**config.mk**
```make
export PLATFORM = sky130hd
export DESIGN_NAME = demux1to2_16bit_buf_flat
export DESIGN_NICKNAME = d
export VERILOG_FILES = /design/src/rtl/demux1to2_16bit_buf_if.sv /design/src/rtl/demux1to2_16bit_buf.sv /design/src/flat_wrapper.sv
export SDC_FILE = /design/constraint.sdc
export NUM_CORES = 1
export LEC_CHECK = 0
export BUFFER_PORTS_ARGS = -buffer_cell sky130_fd_sc_hd__buf_2
export CAP_MARGIN = 30
export CORE_MARGIN = 8
export CORE_UTILIZATION = 45
export CTS_CLUSTER_SIZE = 24
export DETAILED_ROUTE_END_ITERATION = 16
export GPL_ROUTABILITY_DRIVEN = 0
export PLACE_DENSITY = 0.69
export SLEW_MARGIN = 20
export SYNTH_ARGS = -nofsm -noshare
export SYNTH_HDL_FRONTEND = slang
export SYNTH_SLANG_ARGS = --single-unit
```
**constraint.sdc**
```tcl
create_clock -name clk -period 2.4 [get_ports clk]
set_clock_uncertainty 0.05 [all_clocks]
set_input_delay 0.12 -clock clk [delete_from_list [all_inputs] [get_ports clk]]
set_output_delay 0.12 -clock clk [all_outputs]
set_load 0.005 [all_outputs]
```
**src/rtl/demux1to2_16bit_buf_if.sv**
```systemverilog
// Bundle of the producer-side and both consumer-side valid/ready channels of the
// buffered 1-to-2 demux, plus the per-channel accepted-beat counters.
interface demux1to2_16bit_buf_if #(
  parameter int WIDTH = 16
);
  logic [WIDTH-1:0] in_data;
  logic             in_sel;
  logic             in_valid;
  logic             in_ready;
  logic [WIDTH-1:0] out0_data;
  logic             out0_valid;
  logic             out0_ready;
  logic [WIDTH-1:0] out1_data;
  logic             out1_valid;
  logic             out1_ready;
  logic [15:0]      cnt0;
  logic [15:0]      cnt1;

  // Drives the input beat and consumes both output channels.
  modport master (
    output in_data, in_sel, in_valid, out0_ready, out1_ready,
    input  in_ready, out0_data, out0_valid, out1_data, out1_valid, cnt0, cnt1
  );

  // The demux itself.
  modport slave (
    input  in_data, in_sel, in_valid, out0_ready, out1_ready,
    output in_ready, out0_data, out0_valid, out1_data, out1_valid, cnt0, cnt1
  );
endinterface

```
**src/rtl/demux1to2_16bit_buf.sv**
```systemverilog
// Buffered 1-to-2 demux: each accepted beat goes to the 2-entry FIFO picked by
// in_sel; each FIFO drains independently to its own output channel.
module demux1to2_16bit_buf #(
  parameter int WIDTH = 16,
  parameter int DEPTH = 2
) (
  input  logic                     clk,
  input  logic                     rst_n,
  demux1to2_16bit_buf_if.slave     bus
);
  // Handshake: a transfer happens on any port at a rising edge where valid and
  // ready are both high; valid never depends on ready of the same port.

  logic [WIDTH-1:0] mem_q   [2][2];
  logic             wr_q    [2];
  logic             rd_q    [2];
  logic [1:0]       count_q [2];
  logic [1:0]       count_d [2];
  logic [15:0]      cnt_q   [2];
  logic             push    [2];
  logic             pop     [2];
  logic             valid   [2];
  logic             ready   [2];
  logic [WIDTH-1:0] head    [2];

  // Ready looks only at the selected FIFO; no same-cycle pop pass-through.
  assign bus.in_ready = rst_n & (count_q[bus.in_sel] < 2'(DEPTH));

  assign ready[0] = bus.out0_ready;
  assign ready[1] = bus.out1_ready;

  always_comb begin
    for (int k = 0; k < 2; k++) begin
      valid[k]   = (count_q[k] != 2'd0);
      head[k]    = valid[k] ? mem_q[k][rd_q[k]] : '0;
      push[k]    = bus.in_valid & bus.in_ready & (bus.in_sel == k[0]);
      pop[k]     = valid[k] & ready[k];
      count_d[k] = count_q[k] + {1'b0, push[k]} - {1'b0, pop[k]};
    end
  end

  always_ff @(posedge clk) begin
    if (!rst_n) begin
      for (int k = 0; k < 2; k++) begin
        mem_q[k][0] <= '0;
        mem_q[k][1] <= '0;
        wr_q[k]     <= 1'b0;
        rd_q[k]     <= 1'b0;
        count_q[k]  <= 2'd0;
        cnt_q[k]    <= 16'h0000;
      end
    end else begin
      for (int k = 0; k < 2; k++) begin
        if (push[k]) begin
          mem_q[k][wr_q[k]] <= bus.in_data;
          wr_q[k]           <= ~wr_q[k];
          cnt_q[k]          <= cnt_q[k] + 16'd1;
        end
        if (pop[k]) rd_q[k] <= ~rd_q[k];
        count_q[k] <= count_d[k];
      end
    end
  end

  assign bus.out0_valid = valid[0];
  assign bus.out0_data  = head[0];
  assign bus.out1_valid = valid[1];
  assign bus.out1_data  = head[1];
  assign bus.cnt0       = cnt_q[0];
  assign bus.cnt1       = cnt_q[1];
endmodule
```
**src/flat_wrapper.sv**
```systemverilog
// flat-port wrapper written by rule: the top's interface ports become plain ports
module demux1to2_16bit_buf_flat 
#(
  parameter int WIDTH = 16,
  parameter int DEPTH = 2
)
  (clk, rst_n, bus_in_data, bus_in_sel, bus_in_valid, bus_out0_ready, bus_out1_ready, bus_in_ready, bus_out0_data, bus_out0_valid, bus_out1_data, bus_out1_valid, bus_cnt0, bus_cnt1);
  demux1to2_16bit_buf_if #(.WIDTH(WIDTH)) bus_i ();
  input  logic clk;
  input  logic rst_n;
  input wire logic [$bits(bus_i.in_data)-1:0] bus_in_data;
  input wire logic [$bits(bus_i.in_sel)-1:0] bus_in_sel;
  input wire logic [$bits(bus_i.in_valid)-1:0] bus_in_valid;
  input wire logic [$bits(bus_i.out0_ready)-1:0] bus_out0_ready;
  input wire logic [$bits(bus_i.out1_ready)-1:0] bus_out1_ready;
  output wire logic [$bits(bus_i.in_ready)-1:0] bus_in_ready;
  output wire logic [$bits(bus_i.out0_data)-1:0] bus_out0_data;
  output wire logic [$bits(bus_i.out0_valid)-1:0] bus_out0_valid;
  output wire logic [$bits(bus_i.out1_data)-1:0] bus_out1_data;
  output wire logic [$bits(bus_i.out1_valid)-1:0] bus_out1_valid;
  output wire logic [$bits(bus_i.cnt0)-1:0] bus_cnt0;
  output wire logic [$bits(bus_i.cnt1)-1:0] bus_cnt1;
  assign bus_i.in_data = bus_in_data;
  assign bus_i.in_sel = bus_in_sel;
  assign bus_i.in_valid = bus_in_valid;
  assign bus_i.out0_ready = bus_out0_ready;
  assign bus_i.out1_ready = bus_out1_ready;
  assign bus_in_ready = bus_i.in_ready;
  assign bus_out0_data = bus_i.out0_data;
  assign bus_out0_valid = bus_i.out0_valid;
  assign bus_out1_data = bus_i.out1_data;
  assign bus_out1_valid = bus_i.out1_valid;
  assign bus_cnt0 = bus_i.cnt0;
  assign bus_cnt1 = bus_i.cnt1;
  demux1to2_16bit_buf #(.WIDTH(WIDTH), .DEPTH(DEPTH)) u_core (.clk(clk), .rst_n(rst_n), .bus(bus_i));
endmodule
```
=== After elaboration in Yosys (flattened, before gate mapping) ===
Memory sizes are Yosys's and may differ from the RTL's.
Cells that the tools add are included.

* Bits in registers: 0
* RAM bits: 104
* Input port bits: 22
* Output and inout port bits: 67
* Word-level logic and storage cells: 209
* Memories: 5

{| class="wikitable"
|+ Memory list
! name !! words !! width !! read ports !! clocked after memory_dff !! wr ports !! line !! RTL
|-
| u_core.mem_q || 2 || 32 || 2 || 0 || 2 || demux1to2_16bit_buf.sv:14 || <nowiki>logic [WIDTH-1:0] mem_q [2][2];</nowiki>
|-
| u_core.cnt_q || 2 || 16 || 2 || 0 || 2 || demux1to2_16bit_buf.sv:19 || <nowiki>logic [15:0] cnt_q [2];</nowiki>
|-
| u_core.count_q || 2 || 2 || 3 || 0 || 2 || demux1to2_16bit_buf.sv:17 || <nowiki>logic [1:0] count_q [2];</nowiki>
|-
| u_core.rd_q || 2 || 1 || 2 || 0 || 2 || demux1to2_16bit_buf.sv:16 || <nowiki>logic rd_q [2];</nowiki>
|-
| u_core.wr_q || 2 || 1 || 2 || 0 || 2 || demux1to2_16bit_buf.sv:15 || <nowiki>logic wr_q [2];</nowiki>
|}

* $add $sub $neg: 6
* Order comparisons: 7
* Multiplexer cells: 100
* Bitwise operators: 87
* Reductions and logical operators: 4

{| class="wikitable"
|+ Operators with widths
! cell !! number
|-
| 16-bit two-way mux || 12
|-
| 1-bit two-way mux || 82
|-
| 1-bit bitwise OR || 72
|-
| 32-bit two-way mux || 2
|-
| 16-bit by 1-bit adder with 16-bit output (second input constant) || 2
|-
| 16-bit demux with 1-bit select || 2
|-
| 2-bit greater-or-equal comparator (second input constant) || 4
|-
| 1-bit inverter with 2-bit output || 4
|-
| 1-bit bitwise AND || 6
|-
| 1-bit inverter || 5
|-
| 2-bit by 1-bit adder with 2-bit output || 2
|-
| 2-bit by 1-bit less-than comparator with 1-bit output (second input constant) || 2
|-
| 2-bit two-way mux || 2
|-
| 2-bit nonzero test || 2
|-
| 2-bit by 1-bit subtractor with 2-bit output || 2
|-
| 1-bit logical AND || 2
|-
| 2-bit less-than comparator (second input constant) || 1
|}

=== Depth between registers and ports, before layout ===
Gate-level depths: netlist of run 1.
An unclocked memory read counts as a cell.

* Depth after elaboration: 9
* Mapped depth: 7
* Depth with buffers taken out: 7

=== Worst setup path before layout of run 1 ===
Ideal clock, no wire load.

* Kind: register -> register
* Start: mem u_core.count_q[1][1]
* End: mem u_core.cnt_q[0][0], enable pin
* Library setup time: 415 ps
* Data arrival time: 1897 ps
* Required time: 1935 ps
* Path slack: 39 ps
* Stages on the path, launching flop included: 4
* Buffers on the path: 0
* Clock period less this slack: 2361 ps
* Cell sequence: dfxtp_1 > mux2i_1 > nand2_1 > o21ai_0

{| class="wikitable"
|+ RTL lines
! item !! line
|-
| from (decl) || demux1to2_16bit_buf.sv:17
|-
| to (decl) || demux1to2_16bit_buf.sv:19
|}

==> results of run 1 <==
critical path: cells and delay by family, from the launching register on:
kind | cells | cell delay, ns
flip-flops | 1 | 0.45
AND/OR/NAND/NOR | 2 | 1.09
AO/OA/AOI/OAI | 1 | 0.18
synthesized netlist by cell type:
cell type  number
clkbuf_2        2
dfxtp_1         4
and2b_2         1
and3_1         18
clkbuf_1        9
inv_1          11
and2_1         54
o21a_1          2
nand3_1        16
xor2_1          4
edfxtp_1      100
or3_2           1
a21oi_1        14
o21ai_0        11
nand3_2         1
or2b_1          1
nor4bb_1        1
o31ai_1         7
nor4_1          8
buf_6           1
nand2b_1        2
nand4_1         6
or4_1           7
nand2_1        14
mux2i_1        41
buf_2          11
ha_1            6
nand4b_1        1
or3_1           6
nor2_1         48
nand3b_1        8
xnor2_1         6
sequential cells by signal, indices dropped and copies added (netlist names):
name	cells
u_core.mem_q	64
u_core.cnt_q	32
u_core.count_q	4
u_core.rd_q	2
u_core.wr_q	2
cell type report:
class | count | area [um^2] | area share [%]
flip-flops and latches | 104 | 3080 | 51.3
multi-input cells | 284 | 1840 | 30.6
repair buffers | 105 | 568 | 9.46
clock buffers | 9 | 225 | 3.75
well taps | 140 | 175 | 2.92
clock inverters | 7 | 76.3 | 1.27
inverters | 11 | 41.3 | 0.687
metal layers:
metal | wire (um) | track usage, %
met5 | 0 | 0
met4 | 159 | 5.86
met2 | 5320 | 24.4
met3 | 730 | 3.98
met1 | 4740 | 18.4
metrics by stage:
stage	cells	worst slack [ns]	area (um^2)	hold slack, ns
2_1_floorplan	422	0.0388	5070	0.246
3_3_place_gp	644	0.623	5710	0.406
3_5_place_dp	644	0.518	5710	0.402
4_1_cts	660	0.506	6010	0.0454
5_1_grt	660	0.357	6010	0.0599
6_report	660	0.468	6010	0.0490
report_power, final:
group	leakage, nW	internal, mW	switching (mW)
clock	0.145	0.821	0.672
sequential	1.07	2.18	0.118
combinational	1.24	0.480	0.638
total	2.46	3.49	1.43
how the worst max path moves through the flow:
stage | from | endpoint | slack (ns) | depth (start not counted)
6_report | u_core.cnt_q[0][19] | u_core.cnt_q[0][26] | 0.47 | 3
5_1_grt | u_core.cnt_q[0][3] | u_core.cnt_q[0][9] | 0.36 | 3
4_1_cts | u_core.cnt_q[0][19] | u_core.cnt_q[0][26] | 0.51 | 3
3_5_place_dp | u_core.cnt_q[0][19] | u_core.cnt_q[0][26] | 0.52 | 3
3_3_place_gp | u_core.cnt_q[0][19] | u_core.cnt_q[0][26] | 0.62 | 3
2_1_floorplan | u_core.count_q[1][1] | u_core.cnt_q[0][0] | 0.04 | 3
cells by family (layout without fill, tap and decap cells):
family,count (synthesis),count (layout),synth area share [%]
adders and majority gates,6,6,1.48
AOI/OAI and AO/OA,34,34,3.80
DFF,104,104,60.9
muxes,41,41,8.10
xor gates and xnor gates,10,10,1.73
buffers and inverters,34,132,2.99
and+or+nand+nor,193,193,21.0
==> reports/results.txt, run 1 <==
status = finished, final reports clean
sequential area share after synthesis = 60.9%
Util after Layout = 54.9%
cell count after synthesis = 422
drt first pass iters = 4
die height = 122 um
crit path cell chain = nand4_1 > or4_1 > a21oi_1
PD cells = 818 mW/mm^2
Fillers = 955
minimum clock period = 1.93 ns
leakage = 2.46 nW
synthesized net count = 450
Area growth, synth to finish = 18.6%
Hold Path Stages = 2
r2r endpoint = u_core.cnt_q[0][26]
Worst IR Drop VDD = 0.458 mV
Bufs on Longest Clock Path = 2
warning count from the yosys run = 0
die width = 122 um
final net count = 543
Worst Path Required = 2.53 ns
DRC = 0
Pwr Total = 4.91 mW
CTS Buf Count = 9
io pins = 89
final setup TNS = 0 ns
Yosys reg bits = 104
GRT Overall Usage = 14.9%
slowest CP cell = or4_1
Worst-Skew Late Latency = 0.34 ns
Setup-failing EPs final = 0
initial antenna violation count = 0
Synth area leader = edfxtp_1
core area = 0.0109 mm^2
CTS tree = built
Max Cap Violations = 0
worst hold-check path type = primary input to flip-flop
clk sinks = 104
Initial Utilization = 46.3%
clock transition at the registers of the reported paths = 0.07 ns
post-CTS sizing = 0
Yosys cell types = 32
Post-CTS Setup Bufs = 0
RSZ-0062 raised after global routing = no
R2R Path Start = u_core.cnt_q[0][19]
die area = 0.0149 mm^2
total congestion overflow = 0
Mean Syn Cell Area = 12.0 um^2
1st-iter DRT viols = 195
Root Driver = clkbuf_16
final hold vios = 0
Hold Crit Endpoint = u_core.mem_q[1][8]
CP max stage delay = 0.65 ns
antenna cells = 0
hpwl dp = 7550 um
Worst setup EP type = flip-flop
Routed Antenna Nets = 0
max frequency = 0.518 GHz
worst-margin pin slew = 0.509 ns
WS Path Type = flip-flop to flip-flop
share of layout cells above drive strength 1 = 23.8%
Rel. slew slack = 65.9%
most frequent cells in the layout = edfxtp_1, buf_2, and2_1, nor2_1, mux2i_1
CTS H-tree lvls = 3
flop-to-flop setup slack = 0.47 ns
Syn Std Cell Area = 0.00507 mm^2
largest net degree at the start of global routing = 25
drt wl/cell = 16.6 um
synth top area cells = edfxtp_1, mux2i_1, and2_1
worst reg-to-reg path cell count = 3
number of global-route vias before repair = 3429
Max Slew Vio Count = 0
# hold bufs at CTS = 0
Vias/cell = 5.31
Yosys top cell area share = 59.3%
Routed WL = 11000 um
Vias = 3507
PortBufs = 88
Tcrit/Tclk final = 80.5%
first-pass GRT wire length = 17500 um
critical path launch point type = flip-flop
most common cell after layout, fill and taps aside = edfxtp_1
hold path startpoint = bus_in_data[8]
Critical Path Fanout Max = 14
Worst EP arrival = 2.07 ns
row count = 38
(Power assumes the default switching activity.)
==> inputs of run 2 (changes only) <==
ABC_AREA = 1   (was default)
PLACE_DENSITY = 0.67   (was 0.69)
clock period = 2 ns   (was 2.4 ns; I/O delays follow)
==> reports/results.txt, run 2 <==
status = finished, final reports clean
flop-to-flop setup slack = 0.23 ns (-0.24 ns)
synth top area cells = edfxtp_1, nand2_1, nor2_1
io pins = 89 (unchanged)
worst reg-to-reg path cell count = 6 (+3)
hold path startpoint = bus_in_data[14]
row count = 38 (unchanged)
Critical Path Fanout Max = 16 (+2)
Setup-failing EPs final = 0 (unchanged)
most frequent cells in the layout = nand2_1, nor2_1, edfxtp_1, buf_2, inv_1
die height = 121 um (-0.78%)
DRC = 0 (unchanged)
CP max stage delay = 0.52 ns (-0.13 ns)
Syn Std Cell Area = 0.00498 mm^2 (-1.8%)
Worst Path Required = 2.01 ns (-0.52 ns)
antenna cells = 0 (unchanged)
Crit path max-delay family = buffers and inverters
most common cell after layout, fill and taps aside = nand2_1
WS Path Type = primary input to flip-flop
CTS tree = built
minimum clock period = 1.82 ns
Tcrit/Tclk final = 91.0%
PortBufs = 88 (unchanged)
die area = 0.0147 mm^2 (-1.6%)
die width = 121 um (-0.78%)
Initial Utilization = 46.1% (-0.22 points)
Largest regs = u_core.mem_q: 64 flops, u_core.cnt_q: 32 flops, u_core.count_q: 4 flops
Worst EP arrival = 1.82 ns (-0.25 ns)
PD cells = 926 mW/mm^2 (+13%)
largest net degree at the start of global routing = 20 (-20%)
Post-CTS Setup Bufs = 0 (unchanged)
drt first pass iters = 4 (unchanged)
worst hold-check path type = primary input to flip-flop
CTS H-tree lvls = 3 (unchanged)
final hold vios = 0 (unchanged)
Hold Path Stages = 3 (+1)
total congestion overflow = 0 (unchanged)
core area = 0.0108 mm^2 (-1.3%)
Rel. slew slack = 67.7% (+1.8 points)
warning count from the yosys run = 0 (unchanged)
Post-synth top flop = edfxtp_1
Area growth, synth to finish = 17.1%
R2R Path Start = u_core.cnt_q[0][0]
Yosys reg bits = 104 (unchanged)
Routed Antenna Nets = 0 (unchanged)
Bufs on Longest Clock Path = 2 (unchanged)
Root Driver = clkbuf_8
PnR worst setup slack = 0.180 ns (-0.287 ns)
Commonest cells post-synth = nand2_1, nor2_1, edfxtp_1
number of flops mapped to enable cells by yosys = 100 (unchanged)
Max Cap Violations = 0 (unchanged)
Yosys top cell area share = 60.3% (+1.1 points)
r2r endpoint = u_core.cnt_q[0][8]
share of layout cells above drive strength 1 = 21.6% (-2.3 points)
Max Slew Vio Count = 0 (unchanged)
max frequency = 0.550 GHz
clk sinks = 104 (unchanged)
Vias/cell = 4.89 (-7.9%)
Synth area leader = edfxtp_1
Most flops, register = u_core.mem_q
Vias = 3769 (+7.5%)
first-pass GRT wire length = 17900 um (+2.2%)
critical path launch point type = primary input
max reg flops = 64 (unchanged)
top-count cell post-synth = nand2_1
leakage = 2.55 nW (+3.9%)
RSZ-0062 raised after global routing = no
hpwl dp = 7940 um (+5.1%)
clock transition at the registers of the reported paths = 0.10 ns (+0.03 ns)
Hold Crit Endpoint = u_core.mem_q[0][14]
drt wl/cell = 14.2 um (-14%)
CTS Buf Count = 9 (unchanged)
Worst-Skew Late Latency = 0.36 ns (+0.02 ns)
final net count = 654 (+20%)
Worst IR Drop VDD = 0.578 mV (+26%)
Buf+Inv Stages, Crit Path = 3 (+3)
1st-iter DRT viols = 189 (-3.1%)
Fillers = 998 (+4.5%)
final setup TNS = 0 ns (unchanged)
asr flop ratio synth = 0% (unchanged)
worst-margin pin slew = 0.484 ns (-0.0258 ns)
Place WS = 0.213 ns (-0.305 ns)
cell count after synthesis = 527 (+25%)
Worst setup EP type = flip-flop
initial antenna violation count = 0 (unchanged)
Mean Syn Cell Area = 9.44 um^2 (-21%)
Routed WL = 10900 um (-0.24%)
slowest CP cell = dlygate4sd3_1
Yosys cell types = 23 (-28%)
synthesized net count = 555 (+23%)
Pwr Total = 5.40 mW (+9.8%)
crit path cell chain = dlygate4sd3_1 > buf_2 > nand2_1 > nor2_2 > nand2_2 > nor2_1 > nand2_2 > nand2_1 > buf_4
sequential area share after synthesis = 62.0% (+1.1 points)
GRT Overall Usage = 15.4% (+0.54 points)
number of global-route vias before repair = 3789 (+10%)
[run 2: per-stage QoR]
stage          std cells  util, %  hold WS (ns)  instance area, um^2
3_5_place_dp         754     52.1         0.387                 5620
5_1_grt              770     54.0        0.0379                 5830
3_3_place_gp         754     52.1         0.384                 5620
6_report             770     54.0        0.0477                 5830
2_1_floorplan        527        -         0.188                 4980
4_1_cts              770     53.9        0.0229                 5820
[run 2: power breakdown]
part,switching (mW),internal (mW)
clock network,0.721,0.586
logic,0.842,0.471
registers,0.138,2.64
[run 2: per-layer routing]
layer	global-route usage, %	routed length (um)	vias to the layer above
li1	-	-	1914
met1	18.6	4850	1753
met2	25.9	5190	93
met3	4.98	788	9
met4	4.32	99	0
met5	0	0	-
[run 2: worst max-delay path by stage]
stage	slack, ns	start	depth (start not counted)	to
detailed placement	0.21	u_core.cnt_q[0][16]	6	u_core.cnt_q[0][26]
finish	0.18	rst_n	9	u_core.mem_q[0][20]
CTS	0.16	rst_n	9	u_core.mem_q[1][27]
global route	0.04	u_core.rd_q[0][1]	4	bus_out1_data[1]
global placement	0.30	u_core.cnt_q[0][16]	6	u_core.cnt_q[0][24]
floorplan	-0.01	u_core.count_q[0][1]	6	u_core.cnt_q[0][16]
[run 2: worst min-delay path, delay by kind of cell]
family,cells,cell delay (ns)
buffers and inverters,2,0.15
AND/OR/NAND/NOR,1,0.10
[run 2: cell type report]
type | count | area (um^2) | area share, %
sequential | 104 | 3080 | 52.9
multi-input combinational | 350 | 1600 | 27.4
timing repair buffer | 104 | 563 | 9.66
inverter | 57 | 214 | 3.67
tap | 140 | 175 | 3.01
clock buffer | 10 | 128 | 2.19
clock inverter | 5 | 65.1 | 1.12
[run 2: kinds of logic (layout without fill, tap and decap cells)]
logic type	count (synthesis)	after routing	synth area share, %
flops	104	104	62.0
xor+xnor	11	11	1.94
fa+ha+maj	6	6	1.51
compound gates	58	58	5.91
buf+inv	73	176	6.01
simple gates	275	275	22.7
[run 2: repair_timing]
item | 4_1_cts | 5_1_grt
hold buffers | 1 | 0
endpoints found under the hold margin | 2 | 0
endpoints found under the setup margin | 0 | 11
gates resized for setup | 0 | 2
==> inputs of run 3 (changes only) <==
CELL_PAD_IN_SITES_DETAIL_PLACEMENT = 1   (was default)
CELL_PAD_IN_SITES_GLOBAL_PLACEMENT = 1   (was default)
CORE_UTILIZATION = 43   (was 45)
PLACE_DENSITY = default   (was 0.67)
PLACE_DENSITY_LB_ADDON = 0.1   (was default)
==> reports/results.txt, run 3 (synthesized netlist as in run 2, its figures left out) <==
status = finished, final reports clean
die height = 124 um (+2.0%)
# hold bufs at CTS = 0 (-1)
WS Path Type = flip-flop to output port
Tcrit/Tclk final = 89.1% (-1.9 points)
worst-margin pin slew = 0.529 ns (+0.0450 ns)
Max Cap Violations = 0 (unchanged)
leakage = 2.59 nW (+1.3%)
antenna cells = 0 (unchanged)
Vias = 3878 (+2.9%)
hold path startpoint = rst_n
Util after Layout = 51.9% (-2.1 points)
Vias/cell = 5.02 (+2.5%)
Post-CTS Setup Bufs = 0 (unchanged)
Worst EP arrival = 1.63 ns (-0.19 ns)
total congestion overflow = 0 (unchanged)
share of layout cells above drive strength 1 = 21.3% (-0.32 points)
max frequency = 0.561 GHz (+2.1%)
placed cell area = 0.00564 mm^2 (+0.29%)
io pins = 89 (unchanged)
Rel. slew slack = 64.7% (-3.0 points)
core area = 0.0114 mm^2 (+5.3%)
Largest regs = u_core.mem_q: 64 flops, u_core.cnt_q: 32 flops, u_core.count_q: 4 flops
worst reg-to-reg path cell count = 6 (unchanged)
row count = 39 (+2.6%)
Max Slew Vio Count = 0 (unchanged)
Worst Path Required = 1.85 ns (-0.16 ns)
1st-iter DRT viols = 126 (-33%)
PortBufs = 88 (unchanged)
drt wl/cell = 15.8 um (+12%)
Most flops, register = u_core.mem_q
Finished Cell Area = 0.00590 mm^2 (+1.3%)
Worst-Skew Late Latency = 0.34 ns (-0.02 ns)
most frequent cells in the layout = nand2_1, nor2_1, edfxtp_1, buf_2, inv_1
drt first pass iters = 4 (unchanged)
Worst IR Drop VDD = 0.403 mV (-30%)
GRT Overall Usage = 16.6% (+1.2 points)
critical path launch point type = flip-flop
clk sinks = 104 (unchanged)
Setup-failing EPs final = 0 (unchanged)
Hold Path Stages = 3 (unchanged)
final hold vios = 0 (unchanged)
PD cells = 973 mW/mm^2 (+5.0%)
final net count = 653 (-0.15%)
DRC = 0 (unchanged)
Bufs on Longest Clock Path = 2 (unchanged)
Routed Antenna Nets = 0 (unchanged)
clock transition at the registers of the reported paths = 0.07 ns (-0.03 ns)
Hold Crit Endpoint = u_core.count_q[1][0]
Root Driver = clkbuf_16
die area = 0.0153 mm^2 (+4.0%)
Pwr Total = 5.74 mW (+6.4%)
WHS = 0.0424 ns (-0.00526 ns)
Initial Utilization = 43.8% (-2.3 points)
CTS Buf Count = 9 (unchanged)
minimum clock period = 1.78 ns (-0.0376 ns)
most common cell after layout, fill and taps aside = nand2_1
number of global-route vias before repair = 4104 (+8.3%)
worst hold-check path type = primary input to flip-flop
initial antenna violation count = 0 (unchanged)
Routed WL = 12200 um (+12%)
r2r endpoint = u_core.cnt_q[0][8]
Critical Path Fanout Max = 16 (unchanged)
Worst setup EP type = output port
CTS tree = built
Area growth, synth to finish = 18.6%
largest net degree at the start of global routing = 23 (+15%)
RSZ-0062 raised after global routing = no
flop-to-flop setup slack = 0.25 ns (+0.02 ns)
hpwl dp = 9050 um (+14%)
final setup TNS = 0 ns (unchanged)
R2R Path Start = u_core.cnt_q[0][0]
first-pass GRT wire length = 19900 um (+11%)
die width = 124 um (+2.0%)
max reg flops = 64 (unchanged)
CTS H-tree lvls = 3 (unchanged)
## run 3: changes by cell type in the layout (fill, tap and decap cells not counted)
cell | before | now
bufinv_16 | 1 | 0
clkbuf_8 | 9 | 0
nor2_1 | 110 | 111
inv_6 | 1 | 0
clkinv_1 | 0 | 2
nor2_2 | 12 | 11
inv_8 | 1 | 0
clkinv_4 | 0 | 1
clkinv_2 | 0 | 1
dlygate4sd3_1 | 1 | 0
buf_12 | 0 | 1
buf_4 | 15 | 14
clkbuf_16 | 0 | 9
## run 3: power by group
group | switching, mW | total [mW] | internal, mW
clock | 0.763 | 1.60 | 0.837
combinational | 0.887 | 1.36 | 0.475
sequential | 0.140 | 2.78 | 2.64
total | 1.79 | 5.74 | 3.95
## run 3: stage by stage
stage          std cells  worst slack [ns]
2_1_floorplan        527           -0.0132
6_report             773             0.218
5_1_grt              773          0.000683
3_3_place_gp         757             0.277
3_5_place_dp         757             0.152
4_1_cts              773             0.149
## run 3: timing repair
item	CTS	global route
endpoints found under the setup margin	0	1
endpoints found under the hold margin	0	0
gates resized for setup	0	1
## run 3: area by class of cell
type / count / area (um^2)
fill: 1331 / 5470
clock inverter: 6 / 36.3
multi-input combinational: 350 / 1600
sequential: 104 / 3080
inverter: 57 / 214
tap: 143 / 179
timing repair buffer: 103 / 566
clock buffer: 10 / 229
## run 3: metal layers
metal	vias up	wire, um	global-route usage (%)
met5	-	0	0
met4	0	138	5.19
met3	10	570	2.49
met2	76	6370	30.5
met1	1885	5150	19.6
li1	1907	-	-
## run 3: worst max-delay path by stage
| stage | from | end | slack [ns] | cells after the start |
|---|---|---|---|---|
| CTS | u_core.cnt_q[0][16] | u_core.cnt_q[0][24] | 0.15 | 6 |
| floorplan | u_core.count_q[0][1] | u_core.cnt_q[0][16] | -0.01 | 6 |
| global placement | u_core.cnt_q[0][16] | u_core.cnt_q[0][24] | 0.28 | 6 |
| detailed placement | u_core.cnt_q[0][16] | u_core.cnt_q[0][24] | 0.15 | 6 |
| global route | u_core.cnt_q[0][0] | u_core.cnt_q[0][8] | 0.0007 | 6 |
| finish | u_core.rd_q[0][1] | bus_out1_data[14] | 0.22 | 4 |
## run 3: critical path, cell delays in order (launching register included)
cell      delay, ns
edfxtp_1       0.39
inv_1          0.41
nand2_1        0.10
a21oi_1        0.23
buf_2          0.16
